`src/rtl/gate_truth_table_seq.sv`:
```
`default_nettype none
// ============================================================================
// Module   : gate_truth_table_seq
// Purpose  : Self-sequencing N-input logic-gate exerciser. A start pulse
//            launches a sweep of every input combination 0..2^N_IN-1 through
//            the selected gate function. Each combination is held for
//            HOLD_CYCLES clocks and the gate output is captured into a
//            truth-table vector (tt[i] = gate output for input i).
//
// Parameters:
//   N_IN         gate input count, legal 1..5
//   HOLD_CYCLES  clocks each combination is held, legal >= 1
//   TT_W         truth-table width, fixed at 2**N_IN
//
// Ports:
//   clk          in   1      rising-edge clock
//   rst          in   1      synchronous active-high reset
//   start        in   1      begin a sweep, sampled only in IDLE
//   op           in   3      gate select, captured on accepted start
//                            0 AND, 1 OR, 2 XOR, 3 NAND, 4 NOR, 5 XNOR,
//                            6 BUF(in_vec[0]), 7 NOT(in_vec[0])
//   busy         out  1      high while the sweep is running
//   done         out  1      one-cycle pulse when the sweep completes
//   in_vec       out  N_IN   input combination currently driven to the gate
//   y            out  1      combinational gate output for in_vec
//   tt           out  TT_W   captured truth table
//   expected_tt  in   TT_W   golden truth table   (GATE_TT_COMPARE_EN only)
//   mismatch     out  1      sticky compare fail  (GATE_TT_COMPARE_EN only)
//
// Build option:
//   GATE_TT_COMPARE_EN  when defined, adds expected_tt/mismatch and the
//                       end-of-sweep truth-table compare.
//
// Revision : 1.0  initial release
// ============================================================================
module gate_truth_table_seq #(
    parameter  int N_IN        = 2,
    parameter  int HOLD_CYCLES = 10,
    localparam int TT_W        = 2 ** N_IN
) (
    input  logic            clk,
    input  logic            rst,
    input  logic            start,
    input  logic [2:0]      op,
    output logic            busy,
    output logic            done,
    output logic [N_IN-1:0] in_vec,
    output logic            y,
`ifdef GATE_TT_COMPARE_EN
    output logic [TT_W-1:0] tt,
    input  logic [TT_W-1:0] expected_tt,
    output logic            mismatch
`else
    output logic [TT_W-1:0] tt
`endif
);

    // ------------------------------------------------------------------------
    // Constants
    // ------------------------------------------------------------------------
    // Hold counter needs at least one bit even when HOLD_CYCLES == 1.
    localparam int HC_W = (HOLD_CYCLES > 1) ? $clog2(HOLD_CYCLES) : 1;

    localparam logic [HC_W-1:0] c_HOLD_LAST = HC_W'(HOLD_CYCLES - 1);
    localparam logic [HC_W-1:0] c_HOLD_ONE  = HC_W'(1);

    // idx carries one extra bit so the last-index compare can never alias
    // back to zero.
    localparam logic [N_IN:0] c_IDX_LAST = (N_IN + 1)'(TT_W - 1);
    localparam logic [N_IN:0] c_IDX_ONE  = (N_IN + 1)'(1);

    localparam logic [2:0] c_OP_AND  = 3'd0;
    localparam logic [2:0] c_OP_OR   = 3'd1;
    localparam logic [2:0] c_OP_XOR  = 3'd2;
    localparam logic [2:0] c_OP_NAND = 3'd3;
    localparam logic [2:0] c_OP_NOR  = 3'd4;
    localparam logic [2:0] c_OP_XNOR = 3'd5;
    localparam logic [2:0] c_OP_BUF  = 3'd6;
    localparam logic [2:0] c_OP_NOT  = 3'd7;

    localparam logic [1:0] c_ST_IDLE = 2'd0;
    localparam logic [1:0] c_ST_RUN  = 2'd1;
    localparam logic [1:0] c_ST_DONE = 2'd2;

    // ------------------------------------------------------------------------
    // Registers and wires
    // ------------------------------------------------------------------------
    logic [1:0]      r_state;
    logic [1:0]      w_state_next;
    logic [2:0]      r_op_q;
    logic [N_IN:0]   r_idx;
    logic [HC_W-1:0] r_hold_cnt;
    logic [TT_W-1:0] r_tt;

    logic            w_y;
    logic            w_hold_last;
    logic            w_idx_last;
    logic            w_start_ok;
    logic [TT_W-1:0] w_tt_next;

    assign w_hold_last = (r_hold_cnt == c_HOLD_LAST);
    assign w_idx_last  = (r_idx == c_IDX_LAST);
    assign w_start_ok  = (r_state == c_ST_IDLE) && start;

    // ------------------------------------------------------------------------
    // Gate function under test. Uses the captured op so that op changes
    // after acceptance cannot disturb a running sweep.
    // ------------------------------------------------------------------------
    always_comb begin
        w_y = 1'b0;
        case (r_op_q)
            c_OP_AND:  w_y =  (&in_vec);
            c_OP_OR:   w_y =  (|in_vec);
            c_OP_XOR:  w_y =  (^in_vec);
            c_OP_NAND: w_y = ~(&in_vec);
            c_OP_NOR:  w_y = ~(|in_vec);
            c_OP_XNOR: w_y = ~(^in_vec);
            c_OP_BUF:  w_y =   in_vec[0];
            c_OP_NOT:  w_y =  ~in_vec[0];
            default:   w_y = 1'b0;
        endcase
    end

    // Truth table with the current gate output merged in at idx. This is
    // what gets written on a capture cycle, and also what the optional
    // compare sees, so the final bit is included in the comparison.
    always_comb begin
        w_tt_next                      = r_tt;
        w_tt_next[r_idx[N_IN-1:0]]     = w_y;
    end

    // ------------------------------------------------------------------------
    // FSM: state register
    // ------------------------------------------------------------------------
    always_ff @(posedge clk) begin
        if (rst) begin
            r_state <= c_ST_IDLE;
        end else begin
            r_state <= w_state_next;
        end
    end

    // ------------------------------------------------------------------------
    // FSM: next state and status outputs
    // ------------------------------------------------------------------------
    always_comb begin
        w_state_next = r_state;
        busy         = 1'b0;
        done         = 1'b0;
        case (r_state)
            c_ST_IDLE: begin
                if (start) begin
                    w_state_next = c_ST_RUN;
                end
            end
            c_ST_RUN: begin
                busy = 1'b1;
                if (w_hold_last && w_idx_last) begin
                    w_state_next = c_ST_DONE;
                end
            end
            c_ST_DONE: begin
                done         = 1'b1;
                w_state_next = c_ST_IDLE;
            end
            default: begin
                w_state_next = c_ST_IDLE;
            end
        endcase
    end

    // ------------------------------------------------------------------------
    // Sweep datapath: op capture, hold counter, index and truth table.
    // idx and tt are left untouched in DONE/IDLE so in_vec and tt hold
    // their final values until the next accepted start.
    // ------------------------------------------------------------------------
    always_ff @(posedge clk) begin
        if (rst) begin
            r_op_q     <= 3'd0;
            r_idx      <= '0;
            r_hold_cnt <= '0;
            r_tt       <= '0;
        end else begin
            case (r_state)
                c_ST_IDLE: begin
                    if (start) begin
                        r_op_q     <= op;
                        r_idx      <= '0;
                        r_hold_cnt <= '0;
                        r_tt       <= '0;
                    end
                end
                c_ST_RUN: begin
                    if (w_hold_last) begin
                        r_tt       <= w_tt_next;
                        r_hold_cnt <= '0;
                        if (!w_idx_last) begin
                            r_idx <= r_idx + c_IDX_ONE;
                        end
                    end else begin
                        r_hold_cnt <= r_hold_cnt + c_HOLD_ONE;
                    end
                end
                default: begin
                end
            endcase
        end
    end

    assign in_vec = r_idx[N_IN-1:0];
    assign y      = w_y;
    assign tt     = r_tt;

`ifdef GATE_TT_COMPARE_EN
    // ------------------------------------------------------------------------
    // End-of-sweep compare. Evaluated on the edge that enters DONE, using
    // the truth table including the bit captured on that same edge. The
    // flag stays set until the next accepted start or reset.
    // ------------------------------------------------------------------------
    logic r_mismatch;

    always_ff @(posedge clk) begin
        if (rst) begin
            r_mismatch <= 1'b0;
        end else if (w_start_ok) begin
            r_mismatch <= 1'b0;
        end else if ((r_state == c_ST_RUN) && w_hold_last && w_idx_last) begin
            r_mismatch <= (w_tt_next != expected_tt);
        end
    end

    assign mismatch = r_mismatch;
`else
    // Start acceptance only matters to the compare logic; keep the term
    // referenced so the default build stays warning-free.
    logic w_unused;
    assign w_unused = w_start_ok;
`endif

endmodule
`default_nettype wire

```
`config.mk`:
```
export PLATFORM = sky130hd
export DESIGN_NAME = gate_truth_table_seq
export DESIGN_NICKNAME = d
export VERILOG_FILES = /design/src/rtl/gate_truth_table_seq.sv
export SDC_FILE = /design/constraint.sdc
export NUM_CORES = 1
export LEC_CHECK = 0
export ABC_CLOCK_PERIOD_IN_PS = 2000
export CORE_MARGIN = 1
export CORE_UTILIZATION = 50
export CTS_CLUSTER_SIZE = 14
export DETAILED_ROUTE_END_ITERATION = 16
export PLACE_DENSITY = 0.81
export SKIP_CTS_REPAIR_TIMING = 1
export SLEW_MARGIN = 10
export SYNTH_ARGS = -nofsm -noshare
export SYNTH_HDL_FRONTEND = slang
export SYNTH_SLANG_ARGS = --single-unit
```
`constraint.sdc`:
```
create_clock -name clk -period 2 [get_ports clk]
set_clock_uncertainty 0.1 [all_clocks]
set_input_delay 0.3 -clock clk [delete_from_list [all_inputs] [get_ports clk]]
set_output_delay 0.3 -clock clk [all_outputs]
set_load 0.02 [all_outputs]
```
==> flow_summary.toml <==
[run_status]
status = "finished clean"

[layout]
fin_cells = 164
diodes = 0
drive_gt1_share_pct = 20.14
fill_cells = 153
finalNetCount = 153
fin_util_pct = 69.89
final_cell_area_sq_mm = 0.001220
syn2layout_area_growth_pct = 30.00

[job]
max_cap_violations = 0

[worst_setup_path]
r2r-start = "r_idx[0]"
rr_worst_depth = 8
start_kind = "register"
r2r_end = "r_idx[0]"
crit_required_ps = 1600
crit_type = "register to output pin"
cp.arrival_ps = 1590
path_max_fanout = 3
critPathCaptureType = "output pin"
r2r_slack_ps = 100

[die]
start_util_pct = 53.76
coreArea_sq_mm = 0.001745
die_h_microns = 45.32
chipWidth_microns = 45.32
row_count = 15
ios = 15
die-area_sq_mm = 0.002054

[sta]
holdWs_ps = 353.2
setup_viol = 0
period_share_pct = 99.51
fmax_mhz = 502.4
final-max-slew-violation-count = 0
min_period_ps = 1990
finalHoldViolations = 0
worst_pin_slew_ps = 453.5
rsz0062_at_grt = "true"
slew_headroom_pct = 69.65

[place]
gp_congestion = 0.9085
place_hpwl_microns = 1473
port_buffers = 14
place_area_sq_mm = 0.001159
numPlacedInstances = 160

[clock_tree]
cts_num_sinks = 16
clk_pin_slew_ps = 100
tritoncts = "done"
cts_buffer_depth = 2
cts_buffers = 3
cts_max_level = 1
clk_latency_ps = 290
clock-root-buffer = "clkbuf_4"

[drt]
ant_nets = 0
drc = 0
wl_microns = 2063
drt_pre_antenna_iters = 4
wire_per_inst_microns = 12.58
drt-initial-drc-count = 13
drt-vias-per-instance = 5.305
vias = 870

[yosys]
synth_edf_count = 0
yosys.cell_types.count = 31
yosys_register_bits = 16
ys_seq_area_share_pct = 34.13
synth.avg_cell_area_sq_um = 8.090
synth_ff_type = "dfxtp_1"
syn_area_sq_um = 938.4
synth_warnings = 0
async_reset_ff_share_pct = 0
netlist_instances = 116
syn-num-nets = 129

[worst_hold_path]
min_from = "tt[3]"
hold_path_depth = 2
hold_path.class = "register to register"
hold_end = "tt[3]"

[global_route]
gr-total-overflow = 0
track_usage_pct = 22.47
grt_antenna_before_repair = 0
grt_max_degree = 13
grt_pass1_vias = 835
grt_first_pass_wirelength_microns = 3346

[power_and_ir_drop]
power_mw = 0.6689
power_density_mw_per_mm2 = 548.3
leakage_nw = 0.4663
max-vdd-ir-drop_mv = 0.4507
placed cells by master, fill, tap and decap left out, drive strengths merged:
cell type and n:
a21oi 15, and4b 1, or3 2, and3b 1, buf 14, nand4b 1
o21bai 1, clkdlybuf4s50 12, nand2b 9, nor3b 1, nand4 4, dlymetal6s2s 1
nand3b 1, nand2 13, or4b 1, ha 7, nor2 4, mux2i 2
and2 1, and3 1, dfxtp 16, nor2b 3, inv 5, a32oi 1
o21ai 10, a211oi 1, o2111ai 1, nor3 4, o22a 1, a311oi 1
clkbuf 4
critical path, stage by stage (launching register included):
cell	delay, ps
dfxtp_2	340
inv_1	70
ha_4	290
mux2i_1	80
o22a_1	220
and2_1	150
buf_2	150
cell families after synthesis:
kind of cell / share of synthesized area [%]
AO/OA/AOI/OAI: 18.67
adder cells (fa/ha/maj): 9.333
buffers and inverters: 7.199
flip-flops: 34.13
multiplexers: 2.133
AND/OR/NAND/NOR: 28.53
per-layer routing:
layer  GRT usage, %  vias to the layer above  wire, microns
met3          6.000                        0            105
li1               -                      450              -
met4          6.667                        0              0
met1          27.01                      402            903
met5              0                        -              0
met2          38.84                       18           1053
worst max path at each step:
| stage | startpoint | endpoint | slack, ps | depth (start not counted) |
|---|---|---|---|---|
| 2_1_floorplan | r_idx[0] | y | 180 | 5 |
| 3_3_place_gp | r_idx[0] | y | -90 | 6 |
| 3_5_place_dp | r_idx[0] | y | -130 | 6 |
| 4_1_cts | r_idx[0] | y | -500 | 6 |
| 5_1_grt | r_idx[0] | y | -50 | 6 |
| 6_report | r_idx[0] | y | 10 | 6 |
flip-flops by register name, summed over array words and instances (netlist names):
register    cells
r_state         2
r_hold_cnt      4
r_op_q          3
r_idx           3
tt              4
cell usage after synthesis, types with 2 or more instances:
cell	number	area [sq um]
inv_1	5	18.77
nand2_1	13	48.80
o21ai_0	5	25.02
a21oi_1	15	75.07
nand2b_1	9	56.30
nor2_1	4	15.01
o21ai_1	5	25.02
nand4_1	4	25.02
buf_4	3	22.52
nor2b_1	3	18.77
nor3_1	4	20.02
mux2i_1	2	20.02
clkbuf_1	4	15.01
dfxtp_1	16	320.3
or3_1	2	12.51
ha_1	7	87.58
where the power goes:
| group | total (mW) | internal (mW) | switching (mW) |
|---|---|---|---|
| registers | 0.340 | 0.328 | 0.0121 |
| clock network | 0.215 | 0.111 | 0.104 |
| logic | 0.114 | 0.0550 | 0.0593 |
area by class of cell:
class / count / area (sq um) / area share [%]
clock buffer: 4 / 36.28 / 2.974
inverter: 5 / 18.77 / 1.538
multi-input combinational: 87 / 573.1 / 46.97
sequential: 16 / 325.3 / 26.67
tap: 25 / 31.28 / 2.564
timing repair buffer: 27 / 235.2 / 19.28
stage by stage:
stage	TNS [ps]	worst slack, ps
2_1_floorplan	0	182.4
3_3_place_gp	-92.08	-92.08
3_5_place_dp	-125.7	-125.7
4_1_cts	-582.0	-499.5
5_1_grt	-54.46	-53.25
6_report	0	9.732
Note: power is estimated with default switching activity, not from simulation.
